<file path="src/rtl/oc_pkg.sv">
// Shared types, channel indices and default timing for the over-current monitor.
package oc_pkg;

   localparam int unsigned CLK_HZ              = 100_000_000;
   localparam int unsigned FILTER_CYCLES_DEF   = CLK_HZ / 100_000;
   localparam int unsigned BLANK_CYCLES_DEF    = CLK_HZ / 2_000_000;
   localparam int unsigned COOLDOWN_CYCLES_DEF = CLK_HZ / 10;
   localparam int unsigned DEBOUNCE_CYCLES_DEF = CLK_HZ / 100;
   localparam int unsigned CNT_W_DEF           = 24;

   localparam int unsigned NUM_CH = 2;
   localparam int unsigned CH_A   = 0;
   localparam int unsigned CH_B   = 1;

   typedef enum logic [1:0] {StIdle, StQual, StTrip, StArmed} oc_state_e;

   // Saturating add used by the trip counter; never wraps past 255.
   function automatic logic [7:0] sat_add8(input logic [7:0] base, input logic [1:0] inc);
      logic [8:0] sum;
      sum = {1'b0, base} + {7'b0, inc};
      return sum[8] ? 8'hFF : sum[7:0];
   endfunction

endpackage

</file>
<file path="src/rtl/btn_debounce.sv">
// Pushbutton synchronizer, stability filter and single-cycle press pulse generator.
module btn_debounce
   import oc_pkg::*;
#(
   parameter int unsigned DEBOUNCE_CYCLES = DEBOUNCE_CYCLES_DEF,
   parameter int unsigned CNT_W           = CNT_W_DEF
) (
   input  logic clk_i,
   input  logic rst_i,
   input  logic btn_i,
   output logic press_o
);

   localparam int unsigned    LastI = (DEBOUNCE_CYCLES > 0) ? DEBOUNCE_CYCLES - 1 : 0;
   localparam logic [CNT_W-1:0] Last = CNT_W'(LastI);

   logic             sync1_q, sync2_q;
   logic             state_q, state_d;
   logic             press_q, press_d;
   logic [CNT_W-1:0] cnt_q, cnt_d;

   // Counter runs only while the synced level disagrees with the accepted state.
   always_comb begin
      state_d = state_q;
      press_d = 1'b0;
      cnt_d   = '0;
      if (sync2_q != state_q) begin
         if (cnt_q >= Last) begin
            state_d = sync2_q;
            press_d = sync2_q;
         end else begin
            cnt_d = cnt_q + CNT_W'(1);
         end
      end
   end

   always_ff @(posedge clk_i or posedge rst_i) begin
      if (rst_i) begin
         sync1_q <= 1'b0;
         sync2_q <= 1'b0;
         state_q <= 1'b0;
         press_q <= 1'b0;
         cnt_q   <= '0;
      end else begin
         sync1_q <= btn_i;
         sync2_q <= sync1_q;
         state_q <= state_d;
         press_q <= press_d;
         cnt_q   <= cnt_d;
      end
   end

   assign press_o = press_q;

endmodule

</file>
<file path="src/rtl/oc_monitor.sv">
// Two-channel over-current qualifier with blanking, glitch filter, fault latch and cooldown.
// Optional build macro OC_AUTO_RETRY_EN enables bounded automatic fault release.
module oc_monitor
   import oc_pkg::*;
#(
   parameter int unsigned FILTER_CYCLES   = FILTER_CYCLES_DEF,
   parameter int unsigned BLANK_CYCLES    = BLANK_CYCLES_DEF,
   parameter int unsigned COOLDOWN_CYCLES = COOLDOWN_CYCLES_DEF,
   parameter int unsigned DEBOUNCE_CYCLES = DEBOUNCE_CYCLES_DEF,
   parameter int unsigned CNT_W           = CNT_W_DEF
) (
   input  logic       clk,
   input  logic       reset,
   input  logic [1:0] comp,
   input  logic       pulse,
   input  logic       btnC,
   output logic [1:0] OC,
   output logic       clr,
   output logic [7:0] fault_count
);

   localparam int unsigned       BlankW    = $clog2(BLANK_CYCLES + 2);
   localparam logic [BlankW-1:0] BlankLoad = BlankW'(BLANK_CYCLES);
   localparam logic [CNT_W-1:0]  FiltLast  = CNT_W'(FILTER_CYCLES);
   localparam logic [CNT_W-1:0]  CoolLoad  = CNT_W'(COOLDOWN_CYCLES);

   logic [1:0]        comp_s1_q, comp_s2_q, samp_comp_q;
   logic              pulse_q, samp_blank_q;
   logic              pulse_rise, blank;
   logic [BlankW-1:0] blank_cnt_q, blank_cnt_d;

   logic [NUM_CH-1:0] valid, trip_now, oc_q;
   logic [CNT_W-1:0]  filt_q   [NUM_CH];
   logic [CNT_W-1:0]  filt_inc [NUM_CH];
   logic [CNT_W-1:0]  cool_q   [NUM_CH];
   oc_state_e         state_q  [NUM_CH];
   logic [1:0]        trip_inc;
   logic [7:0]        fault_cnt_q;
   logic              clr_pulse;
`ifdef OC_AUTO_RETRY_EN
   logic [1:0]        retry_q  [NUM_CH];
`endif

   btn_debounce #(
      .DEBOUNCE_CYCLES(DEBOUNCE_CYCLES),
      .CNT_W          (CNT_W)
   ) u_btn_debounce (
      .clk_i  (clk),
      .rst_i  (reset),
      .btn_i  (btnC),
      .press_o(clr_pulse)
   );

   // The rise term covers the cycle before the blank counter has loaded.
   always_comb begin
      pulse_rise  = pulse & ~pulse_q;
      blank_cnt_d = blank_cnt_q;
      if (pulse_rise) begin
         blank_cnt_d = BlankLoad;
      end else if (blank_cnt_q != '0) begin
         blank_cnt_d = blank_cnt_q - BlankW'(1);
      end
      blank = pulse_rise | (blank_cnt_q != '0) | ~pulse;
   end

   // Synced comparator level and blank flag are sampled together so they stay aligned.
   always_ff @(posedge clk or posedge reset) begin
      if (reset) begin
         comp_s1_q    <= 2'b00;
         comp_s2_q    <= 2'b00;
         samp_comp_q  <= 2'b00;
         samp_blank_q <= 1'b1;
         pulse_q      <= 1'b0;
         blank_cnt_q  <= '0;
      end else begin
         comp_s1_q    <= comp;
         comp_s2_q    <= comp_s1_q;
         samp_comp_q  <= comp_s2_q;
         samp_blank_q <= blank;
         pulse_q      <= pulse;
         blank_cnt_q  <= blank_cnt_d;
      end
   end

   always_comb begin
      valid    = '0;
      trip_now = '0;
      for (int i = 0; i < NUM_CH; i++) begin
         filt_inc[i] = filt_q[i] + CNT_W'(1);
         valid[i]    = samp_comp_q[i] & ~samp_blank_q;
         trip_now[i] = valid[i] & (filt_inc[i] >= FiltLast) &
                       ((state_q[i] == StIdle) | (state_q[i] == StQual));
      end
      trip_inc = {1'b0, trip_now[CH_A]} + {1'b0, trip_now[CH_B]};
   end

   always_ff @(posedge clk or posedge reset) begin
      if (reset) begin
         for (int i = 0; i < NUM_CH; i++) begin
            state_q[i] <= StIdle;
            filt_q[i]  <= '0;
            cool_q[i]  <= '0;
            oc_q[i]    <= 1'b0;
`ifdef OC_AUTO_RETRY_EN
            retry_q[i] <= 2'd0;
`endif
         end
         fault_cnt_q <= 8'd0;
      end else begin
         fault_cnt_q <= sat_add8(fault_cnt_q, trip_inc);
         for (int i = 0; i < NUM_CH; i++) begin
            unique case (state_q[i])
               StIdle: begin
                  if (trip_now[i]) begin
                     state_q[i] <= StTrip;
                     oc_q[i]    <= 1'b1;
                     cool_q[i]  <= CoolLoad;
                  end else if (valid[i]) begin
                     state_q[i] <= StQual;
                     filt_q[i]  <= filt_inc[i];
                  end
               end
               StQual: begin
                  if (!samp_comp_q[i]) begin
                     state_q[i] <= StIdle;
                     filt_q[i]  <= '0;
                  end else if (trip_now[i]) begin
                     state_q[i] <= StTrip;
                     filt_q[i]  <= '0;
                     oc_q[i]    <= 1'b1;
                     cool_q[i]  <= CoolLoad;
                  end else if (valid[i]) begin
                     filt_q[i]  <= filt_inc[i];
                  end
               end
               StTrip: begin
                  if (cool_q[i] <= CNT_W'(1)) begin
                     state_q[i] <= StArmed;
                     cool_q[i]  <= '0;
                  end else begin
                     cool_q[i]  <= cool_q[i] - CNT_W'(1);
                  end
               end
               StArmed: begin
                  if (clr_pulse && !samp_comp_q[i]) begin
                     state_q[i] <= StIdle;
                     oc_q[i]    <= 1'b0;
`ifdef OC_AUTO_RETRY_EN
                     retry_q[i] <= 2'd0;
                  end else if (clr_pulse) begin
                     retry_q[i] <= 2'd0;
                  end else if (!samp_comp_q[i] && (retry_q[i] != 2'd3)) begin
                     state_q[i] <= StIdle;
                     oc_q[i]    <= 1'b0;
                     retry_q[i] <= retry_q[i] + 2'd1;
`endif
                  end
               end
               default: state_q[i] <= StIdle;
            endcase
         end
      end
   end

   assign OC          = {oc_q[CH_B], oc_q[CH_A]};
   assign clr         = clr_pulse;
   assign fault_count = fault_cnt_q;

endmodule

</file>
<file path="config.mk">
export PLATFORM = sky130hd
export DESIGN_NAME = oc_monitor
export DESIGN_NICKNAME = d
export VERILOG_FILES = /design/src/rtl/oc_pkg.sv /design/src/rtl/btn_debounce.sv /design/src/rtl/oc_monitor.sv
export SDC_FILE = /design/constraint.sdc
export NUM_CORES = 1
export LEC_CHECK = 0
export ABC_CLOCK_PERIOD_IN_PS = 6900
export BUFFER_PORTS_ARGS = -buffer_cell sky130_fd_sc_hd__buf_4
export CORE_MARGIN = 1
export CORE_UTILIZATION = 30
export DETAILED_ROUTE_END_ITERATION = 16
export PLACE_DENSITY_LB_ADDON = 0.15
export SLEW_MARGIN = 20
export SYNTH_ARGS = -nofsm -noshare
export SYNTH_HDL_FRONTEND = slang
export SYNTH_SLANG_ARGS = --single-unit
</file>
<file path="constraint.sdc">
create_clock -name clk -period 6.9 [get_ports clk]
set_clock_uncertainty 0.1 [all_clocks]
set_input_delay 0.69 -clock clk [delete_from_list [all_inputs] [get_ports clk]]
set_output_delay 0.69 -clock clk [all_outputs]
set_load 0.01 [all_outputs]
</file>
==> results of run 1 <==
[state kept, by name, summed over array words and instances (netlist names), 4 cells and up]
| signal | flops |
|---|---|
| fault_count | 8 |
| u_btn_debounce.cnt_q | 24 |
| blank_cnt_q | 6 |
| cool_q | 48 |
| filt_q | 48 |
| state_q | 4 |
[layout make-up]
cell class,count,area (sq um)
clock buffers,18,439
clock inverters,14,139
fillers,2729,17700
inverters,26,103
multi-input cells,691,4240
flip-flops and latches,152,3800
well taps,341,427
repair buffers,19,143
[per-stage QoR]
stage,power (mW),cells
global route,2.02,1261
detailed placement,1.02,1229
CTS,1.96,1261
global placement,1.02,1229
finish,1.92,1261
floorplan,0.999,897
[cell usage after synthesis (3+ instances only)]
| cell type | instances |
|---|---|
| buf_2 | 10 |
| o21ai_0 | 24 |
| ha_1 | 10 |
| a211oi_1 | 9 |
| nor4_1 | 16 |
| nor2_1 | 91 |
| clkbuf_1 | 13 |
| or4_1 | 14 |
| xor2_1 | 17 |
| nor2b_1 | 16 |
| mux2i_1 | 8 |
| nand2b_1 | 11 |
| or3_1 | 18 |
| o311ai_0 | 5 |
| o2111ai_1 | 3 |
| or2_2 | 3 |
| and2_1 | 22 |
| o211ai_1 | 9 |
| a211o_1 | 4 |
| dfrtp_1 | 151 |
| o31a_1 | 3 |
| o41ai_1 | 4 |
| a2bb2oi_1 | 7 |
| xnor2_1 | 15 |
| nand3_1 | 42 |
| nor3_1 | 24 |
| buf_6 | 3 |
| a31oi_1 | 4 |
| and4_1 | 8 |
| nand2_1 | 100 |
| and3_1 | 15 |
| a21oi_1 | 48 |
| a41oi_1 | 3 |
| nand3b_1 | 4 |
| nand4_1 | 18 |
| a221oi_1 | 4 |
| o21ai_1 | 27 |
| o2bb2ai_1 | 3 |
| inv_1 | 26 |
| mux2_2 | 5 |
| o31ai_1 | 15 |
[worst min path at each step]
stage                             end  cells after the start         start  slack (ps)
2_1_floorplan            comp_s2_q[0]                      0  comp_s1_q[0]         230
3_3_place_gp             comp_s2_q[0]                      0  comp_s1_q[0]         230
3_5_place_dp             comp_s2_q[1]                      0  comp_s1_q[1]         240
4_1_cts        u_btn_debounce.sync1_q                      1          btnC         250
5_1_grt        u_btn_debounce.sync1_q                      1          btnC         250
6_report                 comp_s2_q[1]                      0  comp_s1_q[1]         250
[power groups by stage]
stage          Combinational, mW  Sequential (mW)  Clock (mW)
4_1_cts                   0.0740            0.932       0.955
2_1_floorplan             0.0557            0.943           0
5_1_grt                   0.0843            0.936       0.997
6_report                  0.0706            0.932       0.919
3_5_place_dp              0.0738            0.948           0
3_3_place_gp              0.0739            0.948           0
[kinds of logic (layout without fill, tap and decap cells)]
kind of cell    Yosys count  count (layout)  share of synthesized area (%)
flops                   152             152                           46.0
xor+xnor                 32              32                           3.39
fa+ha+maj                11              11                           1.76
simple gates            426             426                           26.9
other cells               1               4                         0.0454
buf+inv                  54              77                           2.89
compound gates          205             205                           17.3
mux                      13              13                           1.65
[cell usage in the layout (no fill, tap or decap), types with 17 or more instances in the layout]
cell type / Yosys / layout
dfrtp_1: 151 / 151
nand2_1: 100 / 100
nor2_1: 91 / 91
a21oi_1: 48 / 48
nand3_1: 42 / 42
o21ai_1: 27 / 27
inv_1: 26 / 25
nor3_1: 24 / 24
o21ai_0: 24 / 24
and2_1: 22 / 22
buf_4: 0 / 19
nand4_1: 18 / 18
or3_1: 18 / 18
xor2_1: 17 / 17
clkbuf_16: 0 / 17
[critical path, cell delays in order, from the launching register on]
cell and delay (ps):
dfrtp_1 490, ha_1 390, nand3_1 180, nor3_2 320
nand2_1 110, xor2_1 150, a21oi_1 610, or2_4 350
nand2_1 100, fa_1 390, inv_1 90, ha_1 210
nand2_1 100, nor2_1 170, nand3_1 230, nand2b_1 130
[layer usage]
metal	GRT usage [%]	vias to the layer above	share of wire (%)	routed length, um
met5	0	-	0	0
met4	4.15	0	0.82	155
met3	3.64	9	3.5	657
met2	21.2	79	43	8230
met1	20.4	3099	52	9900
li1	-	3298	-	-
==> metrics.md, run 1 <==
| Metric | Value |
|---|---|
| Overall routing resource usage | 14.3% |
| GP Congestion | 0.798 |
| DR pass1 iterations | 5 |
| Worst R2R End | fault_count[1] |
| Post-synth EDFFs | 0 |
| First-pass GRT wire length | 32,400 um |
| Critical Path Sink Type | register |
| Clk root buf | clkbuf_16 |
| RSZ-0062 raised after global routing | no |
| Die footprint | 28,200 sq um |
| Final worst slack | 2700 ps |
| Final core occ | 34.5% |
| Slew Limit Headroom | 27.1% |
| Setup WS pre-CTS | 2690 ps |
| Hold Crit Class | reg2reg |
| Post-CTS sizing | 0 |
| Sequential-to-total area share from yosys stat | 46.0% |
| Count of different cell masters after synthesis | 86 |
| CTS Buf Count | 17 |
| DR vias | 6,485 |
| Syn Area/Cell | 9.24 sq um |
| Placed Area | 8720 sq um |
| Vias in the first global route | 6,247 |
| Clock tree buffer depth | 2 |
| Slew Limit Fails | 0 |
| Post-synthesis async set-or-reset flop share | 100% |
| Clock-pin slew on the worst setup and hold paths | 70 ps |
| Die width | 168 um |
| Final-report hold violation count | 0 |
| Wire length per cell | 15.0 um |
| Htree depth | 4 |
| Slew of the pin with the lowest slew margin | 1090 ps |
| FF+latch count, synth | 152 |
| Main synth FF type | dfrtp_1 |
| Vias per inst | 5.14 |
| Post-synthesis cell count | 894 |
| Hold buffer count at cts | 0 |
| Grt total ovfl | 0 |
| Setup-failing EPs final | 0 |
| Critical Path AT | 4460 ps |
| R2R setup slack | 2700 ps |
| Routed WL | 18,900 um |
| Die H | 168 um |
| Internal | 1.45 mW |
| Worst setup path startpoint | filt_q[0] |
| Ys Warns | 0 |
| CP Data Required Time | 7160 ps |
| Combinational power share | 3.7% |
| Largest area contributor in the netlist | dfrtp_1 |
| IO buf count | 16 |
| Pin count of the biggest net entering global routing | 82 |
| CTS tree | yes |
| Worst r2r src | filt_q[0] |
| Row Count | 60 |
| Final period util | 60.9% |
| Diodes inserted | 0 |
| Startpoint class of the critical path | register |
| Worst hold slack | 255 ps |
| Layout area overhead | 12.5% |
| Max-cap viol count | 0 |
| Sw Share | 24.3% |
| Initial antenna violation count | 0 |
| Fmax | 0.238 GHz |
| Effective utilization at floorplan | 30.7% |
| Reg power frac | 48.5% |
| Synth area leaders | dfrtp_1, nand2_1, nor2_1 |
| Cell area after synthesis | 8260 sq um |
| Critical path class | reg2reg |
| IO Pins | 17 |
| CP Capture Point | fault_count[1] |
| Post-synth top area share | 45.7% |
| P_sw | 0.468 mW |
| Design area | 9300 sq um |
| Status | finished, final reports clean |
| Power density cells | 207 nW/um^2 |
| Routed Antenna Nets | 0 |
| Leak | 4.00 nW |
| DRC viols | 0 |
| Peak VDD IR | 0.000142 V |
| DPL Wire Length | 12,700 um |
| Nets@finish | 924 |
| Num Clock Sinks | 152 |
| Final min period | 4200 ps |
| TNS Setup | 0 ps |
| Iter 0 DRT Violations | 407 |
| Core footprint | 27,000 sq um |
| Clk pwr share | 47.8% |
| Worst-path fanout max | 12 |
| Clock Latency Late Sink | 440 ps |
| Share of layout cells above drive strength 1 | 8.91% |
| Setup bufs post-CTS | 0 |
| R2R depth | 15 |
Power figures use the tool's default switching activity.
==> run 2, diff against run 1 <==
ABC_AREA = 1   (was default)
ABC_CLOCK_PERIOD_IN_PS = 3640   (was 6900)
clock period = 3.64 ns   (was 6.9 ns; I/O delays follow)
==> run 2 against run 1 <==
Compared with the run above:
- clock power is 99% higher
- first-iteration DRC count up 22%
- clock-buffer cell count up 2
- combinational power rose to 31 times the previous value
- wire length is 34% higher
- synthesized cell count up 59%
- core utilization is 0.14 points lower
- worst setup slack got worse by 2400 ps
- total power grew to 3.3 times the previous value
- critical path type unchanged
==> metrics.md, run 2 <==
| Metric | Value |
|---|---|
| Clock-pin slew on the worst setup and hold paths | 70 ps |
| CP max stage cell | fa_1 |
| Nets@finish | 1,446 |
| Sequential-to-total area share from yosys stat | 38.0% |
| RSZ-0062 raised after global routing | no |
| Post-synthesis cell count | 1,421 |
| CP dominant cell by count | nand2_1 |
| Slew Limit Headroom | 40.9% |
| Cells along the critical path | ha_1 > nand2_1 > nor2_1 > nand2_1 > nor2_4 > nand3_1 > nand2_1 > nor2_1 > nand2_1 > nor2_1 > nand2_2 > nand3_4 > fa_1 > inv_1 > ha_1 > nand2_1 > nor4_4 > nand2_2 > o21ai_0 |
| Startpoint class of the critical path | register |
| Routed WL | 25,500 um |
| Met3 WL | 775 um |
| Diodes inserted | 0 |
| Row Count | 66 |
| DR pass1 iterations | 5 |
| Leak | 5.11 nW |
| Fmax | 0.304 GHz |
| Wire length per cell | 13.5 um |
| Vias per inst | 4.79 |
| Peak VDD IR | 0.000310 V |
| Status | finished, final reports clean |
| Cell area after synthesis | 10,000 sq um |
| Iter 0 DRT Violations | 495 |
| Setup WS pre-CTS | -30.3 ps |
| Largest regs | cool_q: 48 flops, filt_q: 48 flops, u_btn_debounce.cnt_q: 24 flops |
| Core footprint | 32,700 sq um |
| Internal | 3.72 mW |
| IO buf count | 16 |
| CP Data Required Time | 3890 ps |
| Power density cells | 564 nW/um^2 |
| Most common cell in the synthesized netlist | nand2_1 |
| DPL Wire Length | 16,900 um |
| Critical path class | reg2reg |
| Uppermost layer routed | met4 |
| Die H | 185 um |
| Clock tree buffer depth | 2 |
| Layout area overhead | 12.4% |
| Clock Latency Late Sink | 430 ps |
| Post-synth top area share | 37.8% |
| Final min period | 3290 ps |
| Overall routing resource usage | 15.8% |
| Slew of the pin with the lowest slew margin | 885 ps |
| Wire length on met1 | 12,900 um |
| GP Congestion | 0.838 |
| Ys Warns | 0 |
| Post-synth EDFFs | 0 |
| Slowest Stage Delay on Critical Path | 410 ps |
| DR vias | 9,031 |
| Final core occ | 34.4% |
| First-pass GRT wire length | 43,800 um |
| Max-cap viol count | 0 |
| Syn Area/Cell | 7.04 sq um |
| Worst-path fanout max | 7 |
| Setup-failing EPs final | 0 |
| Top post-synthesis cells by count | nand2_1, nor2_1, dfrtp_1 |
| CTS Buf Count | 17 |
| Main synth FF type | dfrtp_1 |
| FF+latch count, synth | 152 |
| Worst R2R End | fault_count[5] |
| Final worst slack | 346 ps |
| R2R depth | 19 |
| Critical Path Sink Type | register |
| Die footprint | 34,100 sq um |
| R2R setup slack | 350 ps |
| Routed Antenna Nets | 0 |
| Clk root buf | clkbuf_16 |
| IO Pins | 17 |
| Final-report hold violation count | 0 |
| Die width | 185 um |
| Initial antenna violation count | 0 |
| Final period util | 90.5% |
| Grt total ovfl | 0 |
| Post-synthesis async set-or-reset flop share | 100% |
| CTS tree | yes |
| Share of layout cells above drive strength 1 | 9.02% |
| Leading cell type in the layout, fill and taps excluded | nand2_1 |
| Largest area contributor in the netlist | dfrtp_1 |
| Htree depth | 4 |
| P_sw | 2.62 mW |
| Sw Share | 41.3% |
| Num Clock Sinks | 152 |
| Worst r2r src | filt_q[25] |
| Synth area leaders | dfrtp_1, nand2_1, nor2_1 |
| Combinational power share | 34.3% |
| DRC viols | 0 |
| Count of different cell masters after synthesis | 45 |
| Reg power frac | 36.7% |
| Commonest cells after routing, fill and taps aside | nand2_1, nor2_1, dfrtp_1, nand3_1, inv_1 |
| Clk pwr share | 28.9% |
| Critical Path AT | 3540 ps |
| Hold Crit Class | in2async |
| Pin count of the biggest net entering global routing | 153 |
| Vias in the first global route | 8,717 |
| Slew Limit Fails | 0 |
| Effective utilization at floorplan | 30.6% |
| DR WL met2 | 11,600 um |
## run 2: changes by cell type in the layout (fill, tap and decap cells not counted), sizes merged, moves of 14 or more
cell | previous run | this run
nor2b | 16 | 0
and2 | 23 | 2
o2111ai | 3 | 49
a21oi | 48 | 20
or4 | 15 | 0
or3 | 18 | 0
nand3 | 44 | 134
buf | 19 | 33
nand2 | 100 | 432
inv | 32 | 134
o21ai | 52 | 81
nor2 | 92 | 206
## run 2: worst max-delay path by stage
stage                                 to  slack (ps)  depth (start not counted)       start
final                     fault_count[5]         350                         19  filt_q[25]
after global routing      fault_count[5]          10                         18   filt_q[8]
after CTS                 fault_count[5]          60                         17   filt_q[0]
after detailed placement  fault_count[5]         -30                         17   filt_q[0]
after global placement    fault_count[5]          60                         17   filt_q[0]
after floorplan           fault_count[2]         520                         17   filt_q[0]
## run 2: power by group through the flow
stage          Clock [mW]  Sequential, mW  Combinational [mW]
6_report             1.83            2.33                2.17
4_1_cts              1.89            2.33                2.19
2_1_floorplan           0            2.26                1.80
5_1_grt              1.95            2.39                2.50
3_5_place_dp            0            2.35                2.19
3_3_place_gp            0            2.36                2.17
## run 2: timing repair
item	4_1_cts	5_1_grt
setup buffers	0	2
pin swaps	0	3
gates resized for setup	1	11
hold buffers	4	0
hold endpoints to repair	4	0
setup endpoints to repair	4	8
## run 2: cells by family after synthesis
family | share of synthesized area (%)
and+or+nand+nor | 37.3
buffers and inverters | 7.93
AOI/OAI and AO/OA | 11.6
DFF | 38.0
xor gates and xnor gates | 3.59
adders and majority gates | 1.45
other | 0.0375
## run 2: critical path, delay by kind of cell, from the launching register on
family	cells	cell delay (ps)
and+or+nand+nor	14	1710
adders and majority gates	3	820
DFF	1	380
buffers and inverters	1	100
AOI/OAI and AO/OA	1	100
## run 2: final cells by class
type                       count  area (sq um)
clock inverter                12           141
fill                        3502         21500
inverter                     137           518
multi-input combinational   1084          5460
timing repair buffer          37           300
clock buffer                  20           457
tap                          442           553
sequential                   152          3810
## run 2: per-layer routing
layer  GRT usage (%)  vias up
met5               0        -
met2            26.2      125
met1            21.6     4199
li1                -     4691
met3            2.29       16
met4            3.30        0
## run 2: through the flow
stage | power, mW | hold WS (ps) | cell area (sq um) | setup TNS (ps) | std cells
6_report | 6.33 | 90.8 | 11200 | 0 | 1884
3_3_place_gp | 4.53 | 232 | 10500 | 0 | 1846
5_1_grt | 6.84 | 178 | 11200 | 0 | 1884
2_1_floorplan | 4.06 | 231 | 10000 | 0 | 1424
3_5_place_dp | 4.54 | 236 | 10500 | -79.4 | 1846
4_1_cts | 6.41 | 134 | 11200 | 0 | 1882
